$ cat config.mk
export PLATFORM = sky130hd
export DESIGN_NAME = ddr_cmd_responder
export DESIGN_NICKNAME = d
export VERILOG_FILES = /design/src/rtl/ddr_cmd_responder.sv
export SDC_FILE = /design/constraint.sdc
export NUM_CORES = 1
export LEC_CHECK = 0
export ABC_CLOCK_PERIOD_IN_PS = 42400
export BUFFER_PORTS_ARGS = -buffer_cell sky130_fd_sc_hd__buf_2
export CAP_MARGIN = 20
export CELL_PAD_IN_SITES_DETAIL_PLACEMENT = 1
export CELL_PAD_IN_SITES_GLOBAL_PLACEMENT = 2
export CORE_MARGIN = 2
export CORE_UTILIZATION = 45
export DETAILED_ROUTE_END_ITERATION = 10
export GPL_TIMING_DRIVEN = 0
export PLACE_DENSITY_LB_ADDON = 0.3
export SYNTH_ARGS = -nofsm -noshare
export SYNTH_HDL_FRONTEND = slang
export SYNTH_SLANG_ARGS = --single-unit
$ cat constraint.sdc
create_clock -name clock_t -period 42.4 [get_ports clock_t]
set_input_delay 4.24 -clock clock_t [delete_from_list [all_inputs] [get_ports clock_t]]
set_output_delay 4.24 -clock clock_t [all_outputs]
set_load 0.005 [all_outputs]
$ cat src/rtl/ddr_cmd_responder.sv
// ddr_cmd_responder: DDR4 command decoder with per-bank state/timing checks and CL/CWL data strobes.
module ddr_cmd_responder #(
  parameter int NUMBER_BANK = 16,
  parameter int RA_WIDTH    = 15,
  parameter int tRCD        = 14,
  parameter int tRP         = 14,
  parameter int tRAS        = 32,
  parameter int tRTP        = 8,
  parameter int CL          = 14,
  parameter int CWL         = 12
) (
  input  logic                   clock_t,
  input  logic                   reset_n,
  input  logic                   cs_n,
  input  logic                   act_n,
  input  logic                   ras_n,
  input  logic                   cas_n,
  input  logic                   we_n,
  input  logic [1:0]             bg_addr,
  input  logic [1:0]             ba_addr,
  input  logic [RA_WIDTH-1:0]    addr,
  output logic                   cmd_valid,
  output logic [2:0]             cmd_type,
  output logic [NUMBER_BANK-1:0] bank_open,
  output logic [RA_WIDTH-1:0]    open_row,
  output logic                   rd_data_en,
  output logic                   wr_data_en,
  output logic                   err_valid,
  output logic [2:0]             err_code
);
  typedef enum logic [1:0] {CLOSED, OPENING, OPEN, PRECHARGING} bank_state_e;
  localparam logic [5:0] SAT    = 6'd63;
  localparam logic [5:0] RCD_M1 = 6'(tRCD - 1);
  localparam logic [5:0] RP_M1  = 6'(tRP - 1);
  localparam logic [5:0] RAS_C  = 6'(tRAS);
  localparam logic [5:0] RTP_C  = 6'(tRTP);
  bank_state_e         state_q [NUMBER_BANK];
  bank_state_e         state_d [NUMBER_BANK];
  logic [5:0]          act_cnt_q [NUMBER_BANK];
  logic [5:0]          act_cnt_d [NUMBER_BANK];
  logic [5:0]          pre_cnt_q [NUMBER_BANK];
  logic [5:0]          pre_cnt_d [NUMBER_BANK];
  logic [5:0]          rd_cnt_q  [NUMBER_BANK];
  logic [5:0]          rd_cnt_d  [NUMBER_BANK];
  logic [RA_WIDTH-1:0] row_q [NUMBER_BANK];
  logic [RA_WIDTH-1:0] row_d [NUMBER_BANK];
  logic                cmd_valid_q, cmd_valid_d, err_valid_q, err_valid_d;
  logic [2:0]          cmd_type_q, cmd_type_d, err_code_q, err_code_d, err, e_pre;
  logic [RA_WIDTH-1:0] open_row_q, open_row_d;
  logic [CL:0]         rd_pipe_q, rd_pipe_d;
  logic [CWL:0]        wr_pipe_q, wr_pipe_d;
  logic                is_act, is_pre, is_prea, is_pre_one, is_rd, is_wr, rd_acc, wr_acc;
  logic [3:0]          bank;
  assign bank       = {bg_addr, ba_addr};
  assign is_act     = !cs_n && !act_n;
  assign is_pre     = !cs_n && act_n && !ras_n && cas_n && !we_n;
  assign is_rd      = !cs_n && act_n && ras_n && !cas_n && we_n;
  assign is_wr      = !cs_n && act_n && ras_n && !cas_n && !we_n;
  assign is_prea    = is_pre && addr[10];
  assign is_pre_one = is_pre && !addr[10];
  always_comb begin
    state_d     = state_q;
    row_d       = row_q;
    rd_acc      = 1'b0;
    wr_acc      = 1'b0;
    err         = 3'd0;
    e_pre       = 3'd0;
    act_cnt_d   = act_cnt_q;
    pre_cnt_d   = pre_cnt_q;
    rd_cnt_d    = rd_cnt_q;
    for (int b = 0; b < NUMBER_BANK; b++) begin
      act_cnt_d[b] = act_cnt_q[b] == SAT ? SAT : act_cnt_q[b] + 6'd1;
      pre_cnt_d[b] = pre_cnt_q[b] == SAT ? SAT : pre_cnt_q[b] + 6'd1;
      rd_cnt_d[b]  = rd_cnt_q[b]  == SAT ? SAT : rd_cnt_q[b]  + 6'd1;
      // State reflects the counter value it will hold after this edge
      if (state_q[b] == OPENING && act_cnt_q[b] >= RCD_M1) state_d[b] = OPEN;
      if (state_q[b] == PRECHARGING && pre_cnt_q[b] >= RP_M1) state_d[b] = CLOSED;
      if ((is_prea || (is_pre_one && 4'(b) == bank)) && state_q[b] != CLOSED) begin
        e_pre = act_cnt_q[b] < RAS_C ? 3'd5 : rd_cnt_q[b] < RTP_C ? 3'd6 : 3'd0;
        if (e_pre != 3'd0 && (err == 3'd0 || e_pre < err)) err = e_pre;
        state_d[b]   = PRECHARGING;
        pre_cnt_d[b] = 6'd0;
      end
    end
    if (is_act) begin
      if (state_q[bank] == OPENING || state_q[bank] == OPEN) err = 3'd1;
      else begin
        err              = state_q[bank] == PRECHARGING ? 3'd4 : 3'd0;
        state_d[bank]    = OPENING;
        row_d[bank]      = addr;
        act_cnt_d[bank]  = 6'd0;
      end
    end
    if (is_rd || is_wr) begin
      if (state_q[bank] == CLOSED || state_q[bank] == PRECHARGING) err = 3'd2;
      else begin
        err    = state_q[bank] == OPENING ? 3'd3 : 3'd0;
        rd_acc = is_rd;
        wr_acc = is_wr;
        if (is_rd) rd_cnt_d[bank] = 6'd0;
      end
    end
    cmd_valid_d = is_act || is_pre || is_rd || is_wr;
    cmd_type_d  = is_act ? 3'd1 : is_prea ? 3'd3 : is_pre ? 3'd2 : is_rd ? 3'd4 : is_wr ? 3'd5 : 3'd0;
    open_row_d  = cmd_valid_d ? row_d[bank] : open_row_q;
    err_valid_d = err != 3'd0;
    err_code_d  = err;
    rd_pipe_d   = {rd_pipe_q[CL-1:0], rd_acc};
    wr_pipe_d   = {wr_pipe_q[CWL-1:0], wr_acc};
  end
  always_ff @(posedge clock_t or negedge reset_n) begin
    if (!reset_n) begin
      state_q     <= '{default: CLOSED};
      act_cnt_q   <= '{default: SAT};
      pre_cnt_q   <= '{default: SAT};
      rd_cnt_q    <= '{default: SAT};
      row_q       <= '{default: '0};
      cmd_valid_q <= 1'b0;
      cmd_type_q  <= 3'd0;
      open_row_q  <= '0;
      err_valid_q <= 1'b0;
      err_code_q  <= 3'd0;
      rd_pipe_q   <= '0;
      wr_pipe_q   <= '0;
    end else begin
      state_q     <= state_d;
      act_cnt_q   <= act_cnt_d;
      pre_cnt_q   <= pre_cnt_d;
      rd_cnt_q    <= rd_cnt_d;
      row_q       <= row_d;
      cmd_valid_q <= cmd_valid_d;
      cmd_type_q  <= cmd_type_d;
      open_row_q  <= open_row_d;
      err_valid_q <= err_valid_d;
      err_code_q  <= err_code_d;
      rd_pipe_q   <= rd_pipe_d;
      wr_pipe_q   <= wr_pipe_d;
    end
  end
  always_comb begin
    bank_open = '0;
    for (int b = 0; b < NUMBER_BANK; b++) bank_open[b] = state_q[b] == OPENING || state_q[b] == OPEN;
  end
  assign cmd_valid  = cmd_valid_q;
  assign cmd_type   = cmd_type_q;
  assign open_row   = open_row_q;
  assign err_valid  = err_valid_q;
  assign err_code   = err_code_q;
  assign rd_data_en = rd_pipe_q[CL];
  assign wr_data_en = wr_pipe_q[CWL];
endmodule

==> flow_summary.ini <==
[pwr]
pwr-share-comb = 0.342
seqPwrFrac = 0.424
clockPowerShare = 0.234
pwr_density_cell_nw_per_um2 = 74.3
power.switching_uw = 996
p_int_uw = 1740
switching_share = 0.364
ir_drop_mv = 0.0407
p_leak_uw = 0.0169

[sta]
setup_tns_ns = 0
fmaxAchievable_mhz = 40.3
slew_headroom = 0.241
rsz0062_at_grt = false
period_needed_ns = 24.82
final_hold_viol_count = 0
min_period_over_period = 0.585
worst_slew_pin_slew_ns = 1.13
drv_slew = 0
skew_ns = 0.0288
setup_viol = 0

[floorplanning]
fp.dieW_um = 273
start_util = 0.455
io_pins = 67
dieArea_um2 = 74600
core-area_um2 = 71600
die_h_um = 273
fp-row-count = 98

[final_layout]
area_growth_pct = 13.0
nNetsFinal = 3702
fin_util = 0.514
nFillCells = 8024
stdcell_count = 4495
drive_gt1_frac = 0.197
final_cell_area_um2 = 36800

[synthesis]
yosysUniqueCellTypes = 98
synth-seq-cells = 611
synth_area_um2 = 32600
yosysWarnings = 0
synth_top_area_share = 0.248
synth_edf_count = 0
yosys.area.top_type = dfrtp_1
yosysSeqAreaShare = 0.480
yosys-top-cells-count = nand2_1, dfrtp_1, dfstp_2
ys_async_sr_fraction = 1.00
synth.most_common_cell = nand2_1
synth_flop_cell = dfrtp_1
synth_nets = 3546
syn_avg_cell_area_um2 = 9.79
synth_area_leaders = dfrtp_1, dfstp_2, ha_1
synth_cells = 3327

[clock_tree]
cts_tree = done
postCtsSetupRepairBufs = 0
ctsResizeCount = 0
clk_path_buf_depth = 3
cts_sinks = 611
htree_num_levels = 3
cts_buffers = 72
path_clk_slew_ns = 0.06
worstSkewPairLatency_ns = 0.64
hold_buffers = 0
cts_root_buf = clkbuf_16

[detailed_routing]
drtAntennaViolNets = 0
vias_per_cell = 5.81
vias = 26100
dr.first_iter.drc_count = 1736
drc = 0
drt_first_pass_iters = 7
routedWlPerCell_um = 23.1
finalWirelength_um = 104000

[place]
dpl_cell_area_um2 = 34300
io_buffers = 65
place_congestion = 0.897
dp.cells = 4355
dp_hpwl_um = 75800

[global_route]
grt_pass1_vias = 28600
grt_pass1_wl_um = 164000
gr-usage-all-layers = 0.282
overflow = 0
grt_max_degree = 118
antenna_found_initial = 2

[setup_path]
r2r_start = state_q[30]
crit_fanout = 8
max_stage_delay_ns = 0.71
critPathSlowestCell = a2111oi_4
cp.required_ns = 42.89
rrSetupSlack_ns = 21.20
r2r-end = err_code[0]
path_common_cell = ha_1
arrival_ns = 25.31
end_kind = flip-flop
setup.worst_path.start_class = primary input
critPathKind = primary input to flip-flop
ff2ff_path_depth = 97

[worst_hold_path]
whs_endpoint = rd_pipe_q[9]
hp-start = rd_pipe_q[8]
min_path_type = flip-flop to flip-flop
hold_depth = 0

[outcome]
status = finished, final reports clean

[flow_run]
max_cap_violations = 0
[power by group through the flow]
stage	registers (uW)	logic (uW)	clock network [uW]
after floorplan	1090	689	0
after global placement	1140	854	0
after detailed placement	1160	929	0
after CTS	1160	943	653
after global routing	1200	1060	675
final	1160	936	640
[cell families after synthesis]
kind of cell	Yosys count	share of synthesized area
mux	179	0.0704
buf+inv	331	0.0388
flops	611	0.480
compound gates	644	0.130
xor+xnor	98	0.0264
simple gates	1271	0.179
fa+ha+maj	193	0.0741
[state kept, by name, indices dropped and copies added, names as in the netlist]
| register | cells |
|---|---|
| pre_cnt_q | 96 |
| err_valid | 1 |
| state_q | 32 |
| cmd_valid | 1 |
| rd_cnt_q | 96 |
| cmd_type | 3 |
| act_cnt_q | 96 |
| open_row | 15 |
| wr_pipe_q | 13 |
| rd_pipe_q | 15 |
| err_code | 3 |
| row_q | 240 |
[metal layers]
layer | vias up | wire length (um) | GRT usage
li1 | 11800 | - | -
met1 | 13400 | 43600 | 0.358
met2 | 649 | 50700 | 0.486
met3 | 219 | 5530 | 0.0450
met4 | 2 | 3910 | 0.106
met5 | - | 13 | 0
[cell usage in the layout, fill, tap and decap left out, types with 29 or more instances in the layout]
| cell | n |
|---|---|
| clkbuf_16 | 75 |
| nand3_1 | 120 |
| mux4_2 | 31 |
| mux2i_1 | 57 |
| inv_1 | 208 |
| xnor2_1 | 76 |
| mux2_2 | 91 |
| o21ai_0 | 62 |
| or2_2 | 33 |
| buf_2 | 77 |
| dfstp_2 | 288 |
| clkbuf_1 | 115 |
| a31oi_1 | 51 |
| and3_1 | 54 |
| nor3_1 | 75 |
| nand2_1 | 633 |
| dfrtp_1 | 323 |
| o31ai_1 | 29 |
| ha_1 | 193 |
| a21oi_1 | 287 |
| nor3b_1 | 30 |
| nand2b_1 | 38 |
| nor2_1 | 186 |
[how the worst max path moves through the flow]
| stage | from | end | slack [ns] | cells past startpoint |
|---|---|---|---|---|
| after floorplan | ba_addr[1] | err_code[0] | 20.81 | 99 |
| after detailed placement | ba_addr[0] | err_code[0] | 17.43 | 97 |
| after CTS | ba_addr[0] | err_code[0] | 17.91 | 97 |
| after global routing | ba_addr[0] | err_code[0] | 16.04 | 96 |
| after global placement | ba_addr[0] | err_code[0] | 18.39 | 97 |
| final | ba_addr[0] | err_code[0] | 17.58 | 97 |
[through the flow]
stage	setup slack, ns	hold WS [ns]	total power (uW)
global route	16.04	0.352	2930
floorplan	20.81	0.331	1780
finish	17.58	0.339	2730
global placement	18.39	0.332	1990
detailed placement	17.43	0.336	2090
CTS	17.91	0.341	2750
[critical path, delay by kind of cell]
kind	cells	cell delay, ns
AO/OA/AOI/OAI	55	12.06
AND/OR/NAND/NOR	22	3.97
adder cells (fa/ha/maj)	15	3.89
multiplexers	3	0.87
buffers and inverters	2	0.23
[final cells by class]
| type | instances | area [um^2] | area share |
|---|---|---|---|
| plain buffers | 115 | 450 | 0.0122 |
| well taps | 950 | 1190 | 0.0323 |
| clock buffers | 111 | 2200 | 0.0598 |
| diodes | 2 | 5.00 | 0.000136 |
| flip-flops and latches | 611 | 15700 | 0.425 |
| multi-input cells | 2385 | 15700 | 0.426 |
| inverters | 216 | 813 | 0.0221 |
| clock inverters | 23 | 250 | 0.00680 |
| repair buffers | 82 | 591 | 0.0160 |
Power figures use the tool's default switching activity.
